File: config.mk
export PLATFORM = sky130hd
export DESIGN_NAME = matrix_loader
export DESIGN_NICKNAME = d
export VERILOG_FILES = /design/src/rtl/matrix_loader.sv
export SDC_FILE = /design/constraint.sdc
export NUM_CORES = 1
export LEC_CHECK = 0
export ABC_AREA = 1
export CORE_ASPECT_RATIO = 0.7
export CORE_UTILIZATION = 43
export DETAILED_ROUTE_END_ITERATION = 7
export GPL_TIMING_DRIVEN = 0
export PLACE_DENSITY = 0.76
export SYNTH_ARGS = -nofsm -noshare
export SYNTH_HDL_FRONTEND = slang
export SYNTH_SLANG_ARGS = --single-unit
export TNS_END_PERCENT = 5
File: constraint.sdc
create_clock -name clk_i -period 1.6 [get_ports clk_i]
set_input_delay 0.16 -clock clk_i [delete_from_list [all_inputs] [get_ports clk_i]]
set_output_delay 0.16 -clock clk_i [all_outputs]
set_load 0.03 [all_outputs]
File: src/rtl/matrix_loader.sv
// Streams WIDTH*WIDTH 32-bit elements into a staging buffer and commits the whole matrix in one write.
// Optional MATRIX_LOADER_TRANSPOSE_EN stores elements column-major so memory receives the transpose.
module matrix_loader #(
    parameter int WIDTH_BIT = 2,
    parameter int WIDTH     = 2 ** WIDTH_BIT,
    parameter int IDX_W     = 3
) (
    input  logic                                  clk_i,
    input  logic                                  rst_n_i,
    input  logic                                  start_i,
    input  logic                                  abort_i,
    input  logic [IDX_W-1:0]                      dest_idx_i,
    input  logic                                  in_valid_i,
    input  logic [31:0]                           in_data_i,
    output logic                                  in_ready_o,
    output logic                                  mem_we_o,
    output logic [IDX_W-1:0]                      mem_waddr_o,
    output logic [0:WIDTH-1][0:WIDTH-1][31:0]     mem_wdata_o,
    output logic                                  busy_o,
    output logic                                  done_o
);

    typedef enum logic [1:0] {
        IDLE,
        FILL,
        COMMIT
    } state_t;

    localparam logic [WIDTH_BIT-1:0] CNT_MAX = '1;
    localparam logic [WIDTH_BIT-1:0] CNT_ONE = {{(WIDTH_BIT-1){1'b0}}, 1'b1};

    state_t                               state_q;
    logic [WIDTH_BIT-1:0]                 row_q;
    logic [WIDTH_BIT-1:0]                 col_q;
    logic [0:WIDTH-1][0:WIDTH-1][31:0]    buf_q;
    logic [IDX_W-1:0]                     waddr_q;
    logic                                 in_ready_q;
    logic                                 mem_we_q;
    logic                                 busy_q;
    logic                                 done_q;
    logic                                 last_elem;

    assign last_elem = (row_q == CNT_MAX) && (col_q == CNT_MAX);

    always_ff @(posedge clk_i or negedge rst_n_i) begin
        if (!rst_n_i) begin
            state_q    <= IDLE;
            row_q      <= '0;
            col_q      <= '0;
            buf_q      <= '0;
            waddr_q    <= '0;
            in_ready_q <= 1'b0;
            mem_we_q   <= 1'b0;
            busy_q     <= 1'b0;
            done_q     <= 1'b0;
        end else begin
            case (state_q)
                IDLE: begin
                    if (start_i) begin
                        state_q    <= FILL;
                        waddr_q    <= dest_idx_i;
                        row_q      <= '0;
                        col_q      <= '0;
                        in_ready_q <= 1'b1;
                        busy_q     <= 1'b1;
                    end
                end
                FILL: begin
                    // Abort outranks any coincident transfer, including the final one.
                    if (abort_i) begin
                        state_q    <= IDLE;
                        row_q      <= '0;
                        col_q      <= '0;
                        in_ready_q <= 1'b0;
                        busy_q     <= 1'b0;
                    end else if (in_valid_i && in_ready_q) begin
`ifdef MATRIX_LOADER_TRANSPOSE_EN
                        buf_q[col_q][row_q] <= in_data_i;
`else
                        buf_q[row_q][col_q] <= in_data_i;
`endif
                        col_q <= col_q + CNT_ONE;
                        if (col_q == CNT_MAX) begin
                            row_q <= row_q + CNT_ONE;
                        end
                        if (last_elem) begin
                            state_q    <= COMMIT;
                            in_ready_q <= 1'b0;
                            mem_we_q   <= 1'b1;
                            done_q     <= 1'b1;
                        end
                    end
                end
                COMMIT: begin
                    state_q  <= IDLE;
                    mem_we_q <= 1'b0;
                    done_q   <= 1'b0;
                    busy_q   <= 1'b0;
                end
                default: begin
                    state_q    <= IDLE;
                    in_ready_q <= 1'b0;
                    mem_we_q   <= 1'b0;
                    done_q     <= 1'b0;
                    busy_q     <= 1'b0;
                end
            endcase
        end
    end

    assign in_ready_o  = in_ready_q;
    assign mem_we_o    = mem_we_q;
    assign mem_waddr_o = waddr_q;
    assign mem_wdata_o = buf_q;
    assign busy_o      = busy_q;
    assign done_o      = done_q;

endmodule
==> results of run 1 <==
## per-layer routing
layer	track usage (%)	vias up	wire length, microns
li1	-	7309	-
met1	38.0	8309	28600
met2	47.7	733	33400
met3	6.40	151	5280
met4	10.4	0	2640
met5	0	-	0
## synthesized netlist by cell type
cell,n,area share (%)
dfrtp_1,524,67
buf_2,6,0.15
clkbuf_1,69,1.3
buf_6,55,3.2
nand3_1,10,0.26
o21ai_0,227,5.8
clkbuf_2,1,0.026
o21ai_1,247,6.4
ha_1,8,0.51
inv_2,1,0.019
o211ai_1,1,0.039
nand4_2,6,0.39
nor2_4,2,0.12
nand2_1,542,10
buf_4,1,0.039
nor2_1,7,0.14
o21ai_2,41,1.8
nand4_4,9,0.98
inv_1,43,0.83
buf_12,1,0.10
## worst paths after layout
path                                       from                to  slack [ns]  cells after the start
worst max-delay path                 state_q[0]   mem_wdata_o[63]       -0.12                      8
worst min-delay path                    rst_n_i  mem_wdata_o[184]       -0.41                      1
worst max register to register       state_q[0]   mem_wdata_o[63]       -0.12                      8
worst min register to register  mem_wdata_o[46]   mem_wdata_o[46]        0.48                      2
max in group asynchronous               rst_n_i   mem_wdata_o[98]        0.42                      3
min in group clk_i                dest_idx_i[2]    mem_waddr_o[2]        0.15                      3
## state kept, by name (all words and copies together), names as in the netlist
signal,cells
mem_wdata_o,512
mem_waddr_o,3
col_q,2
row_q,2
state_q,2
busy_o,1
done_o,1
in_ready_o,1
## critical path, stage by stage (launching register included)
cell and delay, ns:
dfrtp_2 0.43, inv_2 0.06, nor2_4 0.12, buf_12 0.15, buf_4 0.12, nand4_4 0.23, buf_4 0.25, nand2_1 0.08
o21ai_0 0.11
## timing repair
action,4_1_cts,5_1_grt
setup buffers,13,39
resized for setup,625,242
cloned,0,11
pin swaps,11,17
setup endpoints to repair,1035,545
endpoints found under the hold margin,82,82
## logic make-up (layout without fill, tap and decap cells)
logic type,Yosys count,after routing,synth area share (%)
adders and majority gates,8,8,0.514
DFF,524,524,67.4
other,0,1,0
buffers and inverters,177,887,5.68
and+or+nand+nor,576,578,12.3
AOI/OAI and AO/OA,516,516,14.1
## power by group
part | internal, uW | switching (uW)
clock | 6630 | 5060
sequential | 15300 | 1290
combinational | 3820 | 7920
## layout make-up
cell class / count / area share, %
well taps: 594 / 2.61
multi-input cells: 1102 / 20.2
repair buffers: 623 / 20.5
diodes: 1 / 0.00878
plain buffers: 133 / 4.40
clock buffers: 72 / 5.11
inverters: 44 / 0.588
clock inverters: 15 / 0.487
flip-flops and latches: 524 / 46.0
## metrics by stage
| step | utilization, % | setup slack, ns | cells | cell area, sq um |
|---|---|---|---|---|
| floorplan | - | 0.00940 | 1801 | 19500 |
| global placement | 58.5 | -23.29 | 2953 | 25800 |
| detailed placement | 58.7 | -0.736 | 2957 | 25900 |
| CTS | 61.9 | -0.202 | 3057 | 27300 |
| global route | 64.6 | -0.165 | 3107 | 28500 |
| finish | 64.6 | -0.119 | 3108 | 28500 |
==> metrics, run 1 <==
Vias/cell around 5.3; Warnings, synthesis 0; clock transition at the registers of the reported paths ~0.060 ns; CTS Sinks 524; Nets roughly 2500; Hold WS -0.411 ns; GRT Residual Overflow 0; DRT iter0 DRCs ~1300; Synth Cell Area between 0.015 and 0.02 sq mm; row count 64; FILL cells around 3500; Power Dens Cells around 1400 mW/mm^2; CTS tree built; register area share after synthesis roughly two thirds; endpoints failing setup about 380; vias in the first global route between 15000 and 20000; most common cell after layout, fill and taps aside dfrtp_1; Critical Path Sink Type flop; Worst-Skew Late Latency between 0.5 and 0.6 ns; most frequent cells in the layout dfrtp_1, dlygate4sd2_1, nand2_1, o21ai_1, o21ai_0; area grow syn2layout 46.5%; Hold Crit Class in2async; Synthesized Nets roughly 1800; pin count of the biggest net entering global routing 134; final hold vios 82; status complete, but fails checks; number of distinct library cells after synthesis 20; drt drc 0; I/O pins between 500 and 600; Fmax achieved roughly 0.58 GHz; Req. time, crit path ~2.0 ns; Die W about 260 microns; PortBufs 558; Reg area 0.0131 sq mm; drt pass-1 iters 5; clk root buf clkbuf_16; critical path type reg2reg; Antenna Nets Post-Route 0; actual slew at the worst max-slew pin approximately 0.97 ns; Pwr Total between 40000 and 50000 uW; H-tree Lvls 2; first-pass GRT wire length between 100000 and 150000 microns; CP arrival approximately 2.1 ns; number of synthesized register bits 524; Lkg Pwr 0.0152 uW; Mean Syn Cell Area around 11 sq um; Vias between 15000 and 20000; layout cells sized above 1 approximately 17%; Max-Cap Viols 0; footprint of the multi-input gates just under 0.006 sq mm; fin worst setup slack -0.119 ns; Core Box Area 0.0441 sq mm; Setup TNS Final -11.66 ns; CTS Buf Count 50; Rel. slew slack between 30% and 40%; Die H ~180 microns; die area roughly 0.046 sq mm; CP Launch Type flop; peak supply drop between 0.0008 and 0.0009 V; gr usage total a little under 30%; initial antenna violation count 0; unrepaired setup endpoints after global routing yes; failing checks negative hold slack, negative setup slack; Tcrit/Tclk final 107%; cell count after synthesis between 1500 and 2000; post-layout min period roughly 1.7 ns; DPL Wire Length around 50000 microns; Clock Skew 0.0119 ns; drt wl/cell roughly 22 microns; Final Wtd Congestion a little under 0.9; Starting Density about 44%; Final Max Tran Viols 0; crit-path max FO 8; DRT Wirelength approximately 70000 microns; CTS Buffer Depth 3
Power figures use the tool's default switching activity.
==> run 2: changes to the inputs <==
- CAP_MARGIN: not set -> 40
==> run 2 against run 1 <==
  * The run still ends with negative hold slack, negative setup slack left
  * Sequential share of layout area is 0.11 points lower
  * Core utilization up 0.15 points
  * Via count barely moved
  * Sequential power about the same
  * Clock-buffer cell count stayed put
  * Hold slack got worse by 0.0089 ns
==> metrics, run 2 (synthesis results as in run 1) <==
status complete, but fails checks; failing checks negative hold slack, negative setup slack; Design Area, Final about 0.029 sq mm; footprint of the multi-input gates between 0.005 and 0.006 sq mm; CP dominant cell by count buf_12; clock transition at the registers of the reported paths around 0.060 ns; Nets around 2500; Pwr Total around 40000 uW; DPL Wire Length about 49000 microns; fin worst setup slack -0.0782 ns; crit path cell chain inv_2 > nor2_4 > buf_12 > clkbuf_16 > nand4_4 > buf_12 > buf_6 > nand2_1 > o21ai_2; Critical Path Sink Type flop; Largest register FFs between 500 and 600; PortBufs between 500 and 600; R2R cell count 9; CTS Buffer Depth 3; actual slew at the worst max-slew pin between 0.9 and 1 ns; Tcrit/Tclk final 105%; Critical Path Stages 9; CTS Sinks around 520; initial antenna violation count 0; DRT iter0 DRCs ~1200; die area 0.0461 sq mm; I/O pins ~560; Post-Place Setup Slack -0.736 ns; post-layout min period between 1.5 and 2 ns; pin count of the biggest net entering global routing ~130; peak supply drop between 0.0008 and 0.0009 V; Hold WS -0.420 ns; Hold Crit Class in2async; Rel. slew slack 38.9%; drt drc 0; Antenna Nets Post-Route 0; Power Dens Cells ~1400 mW/mm^2; r2r setup slk -0.08 ns; crit-path max FO 10; Lkg Pwr ~0.015 uW; Top Family by Delay on Critical Path buffers and inverters; post-placement cell area about 0.026 sq mm; DRT Wirelength 69800 microns; Worst-Skew Late Latency ~0.57 ns; first-pass GRT wire length approximately 100000 microns; Final Wtd Congestion roughly 0.9; H-tree Lvls 2; Reg area 0.0131 sq mm; drt pass-1 iters 5; CP arrival 2.12 ns; most common cell after layout, fill and taps aside dfrtp_1; Crit path largest cell delay ~0.43 ns; Max-Cap Viols 0; gr usage total between 20% and 30%; Fmax achieved a little under 0.6 GHz; Vias approximately 17000; unrepaired setup endpoints after global routing yes; Critical-path top delay cell dfrtp_2; row count 64; Core Box Area 0.0441 sq mm; Die H roughly 180 microns; critical path type reg2reg; Die W 256 microns; CP Launch Type flop; CTS Buf Count 50; most frequent cells in the layout dfrtp_1, dlygate4sd2_1, nand2_1, o21ai_1, o21ai_0; area grow syn2layout 46.8%; Final Max Tran Viols 0; FILL cells 3526; Worst Path Buf+Inv 5; CTS tree built; Vias/cell approximately 5.3; Req. time, crit path just over 2 ns; clk root buf clkbuf_16; Antenna diodes 0; Starting Density 44.1%; final hold vios between 80 and 90; GRT Residual Overflow 0; layout cells sized above 1 around 18%; Clock Skew around 0.013 ns; vias in the first global route between 15000 and 20000; drt wl/cell between 20 and 25 microns; endpoints failing setup 231
[run 2: changes by cell type in the layout (fill, tap and decap cells not counted), sizes merged]
cell	change
buf	-4
clkbuf	+2
clkdlybuf4s15	-1
diode	-1
[run 2: repair_timing]
item,4_1_cts,5_1_grt
gates cloned,0,10
endpoints found under the hold margin,82,82
setup endpoints to repair,1035,545
setup buffers,13,36
resized for setup,625,270
pin swaps,11,17
[run 2: area by class of cell]
cell class,count,area share [%]
Tap cell,594,2.60
Clock buffer,72,5.09
Sequential cell,524,45.9
Timing Repair Buffer,620,20.3
Inverter,44,0.587
Multi-Input combinational cell,1102,20.5
Buffer,133,4.55
Clock inverter,15,0.486
[run 2: stage by stage]
stage / cells / TNS [ns] / hold WS, ns / utilization (%)
2_1_floorplan: 1801 / 0 / -0.136 / -
4_1_cts: 3057 / -44.86 / -0.404 / 61.9
3_5_place_dp: 2957 / -283.04 / 0.202 / 58.7
3_3_place_gp: 2953 / - / 0.462 / 58.5
5_1_grt: 3104 / -33.13 / -0.374 / 64.7
6_report: 3104 / -6.92 / -0.420 / 64.7
[run 2: worst paths after layout]
check | startpoint | end
setup / recovery | state_q[0] | mem_wdata_o[442]
hold / removal | rst_n_i | mem_wdata_o[382]
setup reg to reg | state_q[0] | mem_wdata_o[442]
hold reg to reg | mem_wdata_o[46] | mem_wdata_o[46]
max in group asynchronous | rst_n_i | mem_wdata_o[489]
min in group clk_i | dest_idx_i[2] | mem_waddr_o[2]
[run 2: power breakdown]
group          switching (uW)  internal, uW
Combinational            7920          3800
Sequential               1300         15300
Clock                    5070          6630
[run 2: worst register-to-register path, cell delays in order (launching register included)]
cell       delay (ns)
dfrtp_2          0.43
inv_2            0.06
nor2_4           0.12
buf_12           0.17
clkbuf_16        0.19
nand4_4          0.12
buf_12           0.18
buf_6            0.15
nand2_1          0.09
o21ai_2          0.06
[run 2: per-layer routing]
layer | up-vias | track usage, % | routed length (microns)
met1 | 8338 | 38.0 | 28600
met5 | - | 0 | 0
met2 | 733 | 47.7 | 33500
li1 | 7305 | - | -
met4 | 0 | 10.4 | 2490
met3 | 139 | 6.40 | 5180
